## config.mk

```make
export PLATFORM = sky130hd
export DESIGN_NAME = ps2_host_tx
export DESIGN_NICKNAME = d
export VERILOG_FILES = /design/src/rtl/ps2_host_tx.sv
export SDC_FILE = /design/constraint.sdc
export NUM_CORES = 1
export LEC_CHECK = 0
export ABC_AREA = 1
export CAP_MARGIN = 30
export CORE_MARGIN = 4
export CORE_UTILIZATION = 49
export CTS_CLUSTER_DIAMETER = 50
export DETAILED_ROUTE_END_ITERATION = 12
export PLACE_DENSITY_LB_ADDON = 0.3
export SLEW_MARGIN = 20
export SYNTH_ARGS = -nofsm -noshare
export SYNTH_HDL_FRONTEND = slang
export SYNTH_SLANG_ARGS = --single-unit
```

## constraint.sdc

```tcl
create_clock -name clk -period 2.59 [get_ports clk]
set_clock_uncertainty 0.2 [all_clocks]
set_input_delay 0.777 -clock clk [delete_from_list [all_inputs] [get_ports clk]]
set_output_delay 0.777 -clock clk [all_outputs]
set_load 0.005 [all_outputs]
```

## src/rtl/ps2_host_tx.sv

```systemverilog
// ps2_host_tx: PS/2 host-to-device transmitter (request-to-send sequence).
// Sends one command byte to a PS/2 device, driving the open-drain lines via
// output enables (pad tristates live in the top level).
// Ports:
//   clk, resetn          system clock, asynchronous active-low reset
//   tx_valid/tx_data     command byte offer; accepted when tx_valid && tx_ready
//   tx_ready             high only while idle
//   ps2_clk, ps2_data    raw (asynchronous) PS/2 line levels
//   ps2_clk_oe/data_oe   1 = pull the line low, 0 = release
//   busy                 high while the transmitter owns the bus
//   done                 one-cycle pulse at the end of every transfer
//   ack_ok               valid with done: device acknowledged the byte
//   err_timeout          one-cycle pulse with done when the transfer timed out
`timescale 1ns/1ps
module ps2_host_tx #(
  parameter int unsigned INHIBIT_CYCLES = 5000,
  parameter int unsigned TIMEOUT_CYCLES = 1000000
) (
  input  logic       clk,
  input  logic       resetn,
  input  logic       tx_valid,
  input  logic [7:0] tx_data,
  output logic       tx_ready,
  input  logic       ps2_clk,
  input  logic       ps2_data,
  output logic       ps2_clk_oe,
  output logic       ps2_data_oe,
  output logic       busy,
  output logic       done,
  output logic       ack_ok,
  output logic       err_timeout
);

  localparam int unsigned IW = $clog2(INHIBIT_CYCLES + 1);
  localparam int unsigned TW = $clog2(TIMEOUT_CYCLES + 1);
  localparam logic [IW-1:0] INH_LAST = IW'(INHIBIT_CYCLES - 1);
  localparam logic [TW-1:0] TO_LAST  = TW'(TIMEOUT_CYCLES - 1);

  // FINISH holds the registered done pulse so tx_ready rises the cycle after.
  typedef enum logic [2:0] {
    IDLE, INHIBIT, RELEASE, SEND, ACK, WAIT_IDLE, FINISH
  } state_t;

  state_t        state, state_n;
  logic [2:0]    clk_sync, data_sync;
  logic          clk_prev;
  logic          fall;
  logic [IW-1:0] inh_cnt, inh_cnt_n;
  logic [TW-1:0] to_cnt, to_cnt_n;
  logic [3:0]    bit_idx, bit_idx_n;
  logic [7:0]    byte_q, byte_n;
  logic          parity_q, parity_n;
  logic          ack_q, ack_n;
  logic          clk_oe_q, clk_oe_n;
  logic          data_oe_q, data_oe_n;
  logic          done_q, done_n;
  logic          ack_ok_q, ack_ok_n;
  logic          err_q, err_n;

  assign fall        = clk_prev & ~clk_sync[2];
  assign ps2_clk_oe  = clk_oe_q;
  assign ps2_data_oe = data_oe_q;
  assign done        = done_q;
  assign ack_ok      = ack_ok_q;
  assign err_timeout = err_q;
  assign tx_ready    = (state == IDLE);
  assign busy        = (state != IDLE);

  always_ff @(posedge clk or negedge resetn) begin
    if (!resetn) begin
      state     <= IDLE;
      clk_sync  <= '1;
      data_sync <= '1;
      clk_prev  <= 1'b1;
      inh_cnt   <= '0;
      to_cnt    <= '0;
      bit_idx   <= '0;
      byte_q    <= '0;
      parity_q  <= 1'b0;
      ack_q     <= 1'b0;
      clk_oe_q  <= 1'b0;
      data_oe_q <= 1'b0;
      done_q    <= 1'b0;
      ack_ok_q  <= 1'b0;
      err_q     <= 1'b0;
    end else begin
      state     <= state_n;
      clk_sync  <= {clk_sync[1:0], ps2_clk};
      data_sync <= {data_sync[1:0], ps2_data};
      clk_prev  <= clk_sync[2];
      inh_cnt   <= inh_cnt_n;
      to_cnt    <= to_cnt_n;
      bit_idx   <= bit_idx_n;
      byte_q    <= byte_n;
      parity_q  <= parity_n;
      ack_q     <= ack_n;
      clk_oe_q  <= clk_oe_n;
      data_oe_q <= data_oe_n;
      done_q    <= done_n;
      ack_ok_q  <= ack_ok_n;
      err_q     <= err_n;
    end
  end

  always_comb begin
    state_n   = state;
    inh_cnt_n = inh_cnt;
    to_cnt_n  = to_cnt;
    bit_idx_n = bit_idx;
    byte_n    = byte_q;
    parity_n  = parity_q;
    ack_n     = ack_q;
    clk_oe_n  = clk_oe_q;
    data_oe_n = data_oe_q;
    done_n    = 1'b0;
    ack_ok_n  = 1'b0;
    err_n     = 1'b0;

    unique case (state)
      IDLE: begin
        clk_oe_n  = 1'b0;
        data_oe_n = 1'b0;
        if (tx_valid) begin
          byte_n    = tx_data;
          parity_n  = ~^tx_data;
          inh_cnt_n = '0;
          clk_oe_n  = 1'b1;
          state_n   = INHIBIT;
        end
      end
      INHIBIT: begin
        if (inh_cnt == INH_LAST) begin
          data_oe_n = 1'b1;               // start bit
          state_n   = RELEASE;
        end else begin
          inh_cnt_n = inh_cnt + IW'(1);
        end
      end
      RELEASE: begin
        clk_oe_n  = 1'b0;
        bit_idx_n = '0;
        to_cnt_n  = '0;
        state_n   = SEND;
      end
      SEND, ACK, WAIT_IDLE: begin
        to_cnt_n = fall ? '0 : to_cnt + TW'(1);
        if (!fall && to_cnt == TO_LAST) begin
          clk_oe_n  = 1'b0;
          data_oe_n = 1'b0;
          done_n    = 1'b1;
          err_n     = 1'b1;
          state_n   = FINISH;
        end else if (state == SEND) begin
          if (fall) begin
            if (bit_idx < 4'd8) begin
              data_oe_n = ~byte_q[bit_idx[2:0]];
            end else if (bit_idx == 4'd8) begin
              data_oe_n = ~parity_q;
            end else begin
              data_oe_n = 1'b0;           // stop bit: line released
              state_n   = ACK;
            end
            bit_idx_n = bit_idx + 4'd1;
          end
        end else if (state == ACK) begin
          if (fall) begin
            ack_n   = ~data_sync[2];
            state_n = WAIT_IDLE;
          end
        end else begin
          if (clk_sync[2] && data_sync[2]) begin
            done_n   = 1'b1;
            ack_ok_n = ack_q;
            state_n  = FINISH;
          end
        end
      end
      FINISH: begin
        state_n = IDLE;
      end
      default: begin
        state_n = IDLE;
      end
    endcase
  end

endmodule

```

# After elaboration in Yosys (flattened, before gate mapping)
# Cells that the tools add are included.
[op_classes]
n_mux = 44
bitwise_logic = 7
eq_ne = 22
order_cmp = 2
n_addsub = 3
n_reduce_logical = 18
[op_table]
columns = ["operator", "n"]
rows = [
  ["$pmux 20 s2", 1],
  ["$mux 3", 10],
  ["$mux 13", 2],
  ["$pmux 13 s2", 1],
  ["$mux 1", 21],
  ["$add 20x1->20 const B", 1],
  ["$eq 20x20->1 const B", 1],
  ["$mux 20", 1],
  ["$ne 4x4->1 const B", 4],
  ["$ne 2x2->1 const B", 7],
  ["$add 13x1->13 const B", 1],
  ["$eq 13x13->1 const B", 1],
  ["$mux 4", 3],
  ["$pmux 3 s4", 1],
  ["$reduce_bool 3->1", 3],
  ["$pmux 4 s2", 1],
  ["$reduce_and 4->1", 2],
  ["$reduce_xnor 8->1", 1],
  ["$reduce_and 7->1", 1],
  ["$eq 3x2->1 const B", 2],
  ["$eq 3x3->1 const B", 2],
  ["$ne 3x3->1 const B", 2],
  ["$not 1->1", 6],
  ["$pmux 1 s3", 2],
  ["other kinds (16)", 19],
]
[word_totals]
inputBits = 13
word_cells = 111
out_inout_bits = 7
regBits = 62

# Depth between registers and ports, before layout
[depth]
word_depth = 8
depth_mapped = 12
mapped_depth_nobuf = 12

# Worst setup path before layout
# OpenSTA, ideal clock, no wires.
[synth_timing]
kind = "reg-to-output"
startpoint = "reg state[0]"
endpoint = "out tx_ready"
n_path_buf = 1
required_ns = 1.613
path_stages_with_launch = 5
slack_ns = 0.755
arrival_time_ns = 0.858
cell_sequence = "dfrtp_1 buf_2 nor2_1 nand2_1 inv_2"
[synth_via]
elab_chain_len = 1
[synth_rtl]
columns = ["item", "line", "text"]
rows = [
  ["from (decl)", "44", "state_t state, state_n;"],
  ["from (signal assigned)", "87", "state <= state_n;"],
  ["$logic_not 3->1", "66", "assign tx_ready = (state == IDLE);"],
  ["to (decl)", "23", "output logic tx_ready,"],
]
# No other way between the ends.

# Final worst setup path
[layout_timing]
startpoint = "reg state[2]"
endpoint = "out busy"
[layout_via]
elab_chain_len = 1
[layout_rtl]
columns = ["item", "line", "text"]
rows = [
  ["$reduce_bool 3->1", "67", "assign busy = (state != IDLE);"],
  ["to (decl)", "28", "output logic busy,"],
]
# No other way between the ends.

==> reports/qor.txt <==
Synth Register Bits: 62
Total number of vias: 3,178
Post-Route WL: 8.07 mm
Worst Tran Pin Value: 415 ps
Ant diodes: 0
Final Hold Fails: 0
Maxcap violations: 0
Syn_area_per_cell: 7.65 sq um
WP data arrival: 1440 ps
Placed Cells: 584
Slowest cell on the critical path: clkdlybuf4s50_1
Critical Path RT: 1610 ps
Sw Share: 40.2%
TritonCTS Sinks: 62
Die footprint: 8770 sq um
Initial antenna violation count: 0
Leakage power: 1.90 nW
H-tree depth: 3
Register area: 1560 sq um
Power Density: 901 nW/um^2
Root Buffer: clkbuf_8
Share of Yosys cell area claimed by the top area cell type: 38.3%
Total power: 0.00376 W
Seq pwr share: 34.1%
Post-Syn Area: 3590 sq um
# setup viols final: 0
Gr ovfl total: 0
CP startpoint: state[2]
Net Switching: 0.00151 W
DP Wirelength: 5.80 mm
Hold Path Class: in2async
Ranking of synthesized cells by area: dfrtp_1 (38%), nand2_1 (11%), nand3_1 (5.7%), inv_1 (5.4%), nor2_1 (5.4%)
Maximum clock rate: 414 MHz
Placed instance area: 3920 sq um
Maximum root-to-sink buffer count: 2
Top_reg_cell synth: dfrtp_1
CP peak stage delay: 450 ps
Sequential share of the synthesized area: 43.4%
CP Cell Sequence: nor2_4 -> nand2_2 -> clkdlybuf4s50_1
Combinational power share: 40.5%
Status: finished, final reports clean
Top cells by count, synth: nand2_1 (105), dfrtp_1 (55), inv_1 (52), nor2_1 (52), nand3_1 (41)
Setup TNS Final: 0 ps
Min Tclk post-route: 2420 ps
Tcrit/Tclk final: 93.3%
Final worst slack: 174 ps
Slew margin rel.: 72.1%
# fillers: 616
Die X: 93.6 um
Final #Nets: 520
Multi-input logic area: 1760 sq um
FFs w/ async S/R, synth: 100%
I/O Buffers: 19
Pins over their slew limit: 0
Dpl ws: 262 ps
Post-synth top area cell: dfrtp_1
Clock power share: 25.4%
Final instance area: 4170 sq um
Fin cells: 602
WL/cell: 13.4 um
RSZ-0062 raised after global routing: no
# IOs: 20
Synth Warn #: 0
Initial DRC Count: 161
Fraction of layout cells with a size suffix above 1: 13.4%
Max FO, Critical Path: 3
CTS Buf Count: 9
Internal cell power: 0.00225 W
Final ANT Viol Nets: 0
Max VDD drop: 335 uV
Row count: 30
Routability Congestion: 0.876
Clk Latency, worst-skew pair: 350 ps
Syn Nets: 489
Post-synth EDFFs: 0
DRC Markers: 0
Core area: 6940 sq um
Reg-to-Reg Start: inh_cnt[0]
CTS clk-pin slew, worst paths: 70 ps
Crit path kind: reg2out
Initial core utilization: 51.7%
Post-Syn Instances: 470
Largest net degree at the start of global routing: 32
Crit end category: output port
Critical Path Start Type: register
Die height: 93.6 um
Post-synth cell types: 39
Vias per Instance: 5.28
Area growth syn-to-layout: 16.0%
Most common cell in the netlist: nand2_1
Total GRT Usage: 19.5%
Vias in the first global route: 2,930
CTS tree: built
DRT Pass-1 Iters: 5
First-pass GRT wire length: 13.4 mm
[flip-flops by register name (all words and copies together) (netlist names)]
signal       flops
clk_sync         3
inh_cnt         13
state            3
bit_idx          4
parity_q         1
ack_q            1
ps2_data_oe      1
done             1
ps2_clk_oe       1
data_sync        3
to_cnt          20
err_timeout      1
ack_ok           1
byte_q           8
clk_prev         1
[critical path, delay by kind of cell, from the launching register on]
kind | cells | cell delay [ps]
buffers and inverters | 1 | 450
DFF | 1 | 430
and+or+nand+nor | 2 | 220
[cells by family after synthesis]
family	synth area share, %
buffers and inverters	7.97
AOI/OAI and AO/OA	11.8
and+or+nand+nor	31.0
xor gates and xnor gates	3.41
muxes	0.313
adders and majority gates	2.09
DFF	43.4
[what timing repair did]
action / 4_1_cts / 5_1_grt
cloned: 0 / 0
pin swaps: 0 / 1
setup endpoints to repair: 1 / 1
buffers inserted: 2 / 0
hold buffers: 0 / 0
resized for setup: 3 / 3
[worst paths after layout]
kind / to / depth (start not counted) / slack, ps
setup reg to reg: state[2] / 10 / 430
hold reg to reg: clk_sync[2] / 0 / 150
hold / removal: to_cnt[19] / 1 / 90
min in group clk: clk_sync[2] / 0 / 150
setup / recovery: busy / 3 / 170
max in group asynchronous: inh_cnt[12] / 2 / 1510
[area by class of cell]
class	instances	area share, %
clock buffer	10	3.30
timing repair buffer	26	6.06
inverter	65	6.09
tap	96	2.88
clock inverter	6	2.04
sequential	62	37.5
multi-input combinational	337	42.1
[per-layer routing]
| metal | vias to the layer above | wire [um] | part of all wire [%] | global-route usage (%) |
|---|---|---|---|---|
| met5 | - | 0 | 0 | 0 |
| li1 | 1597 | - | - | - |
| met2 | 84 | 3750 | 47 | 30.5 |
| met1 | 1475 | 3710 | 46 | 25.4 |
| met3 | 22 | 358 | 4.4 | 4.67 |
| met4 | 0 | 241 | 3.0 | 9.27 |
[per-stage QoR]
| stage | hold WS [ps] | utilization, % |
|---|---|---|
| detailed placement | 147 | 56.4 |
| floorplan | 145 | - |
| CTS | 93.1 | 59.9 |
| global placement | 146 | 56.4 |
| finish | 92.7 | 60.0 |
| global route | 92.6 | 60.0 |
[cell usage in the layout, fill, tap and decap left out, drive strengths merged, types with 2 or more instances in the layout]
master,n
o21ai,34
nand3,42
o211ai,2
ha,6
buf,8
clkinv,2
xnor2,6
bufinv,2
clkdlybuf4s50,17
nor2,60
dfstp,7
o22ai,7
nand3b,3
xor2,8
nor3,15
clkbuf,10
nand2,109
inv,65
nand4,6
a21oi,30
clkinvlp,2
dfrtp,55
[power by group through the flow]
stage	clock network, W	logic [W]	registers, W
4_1_cts	0.000968	0.00152	0.00127
5_1_grt	0.00103	0.00170	0.00130
3_5_place_dp	0	0.00148	0.00130
3_3_place_gp	0	0.00145	0.00129
2_1_floorplan	0	0.00109	0.00126
6_report	0.000954	0.00152	0.00128
No activity file was read; power rests on OpenSTA's default activity.
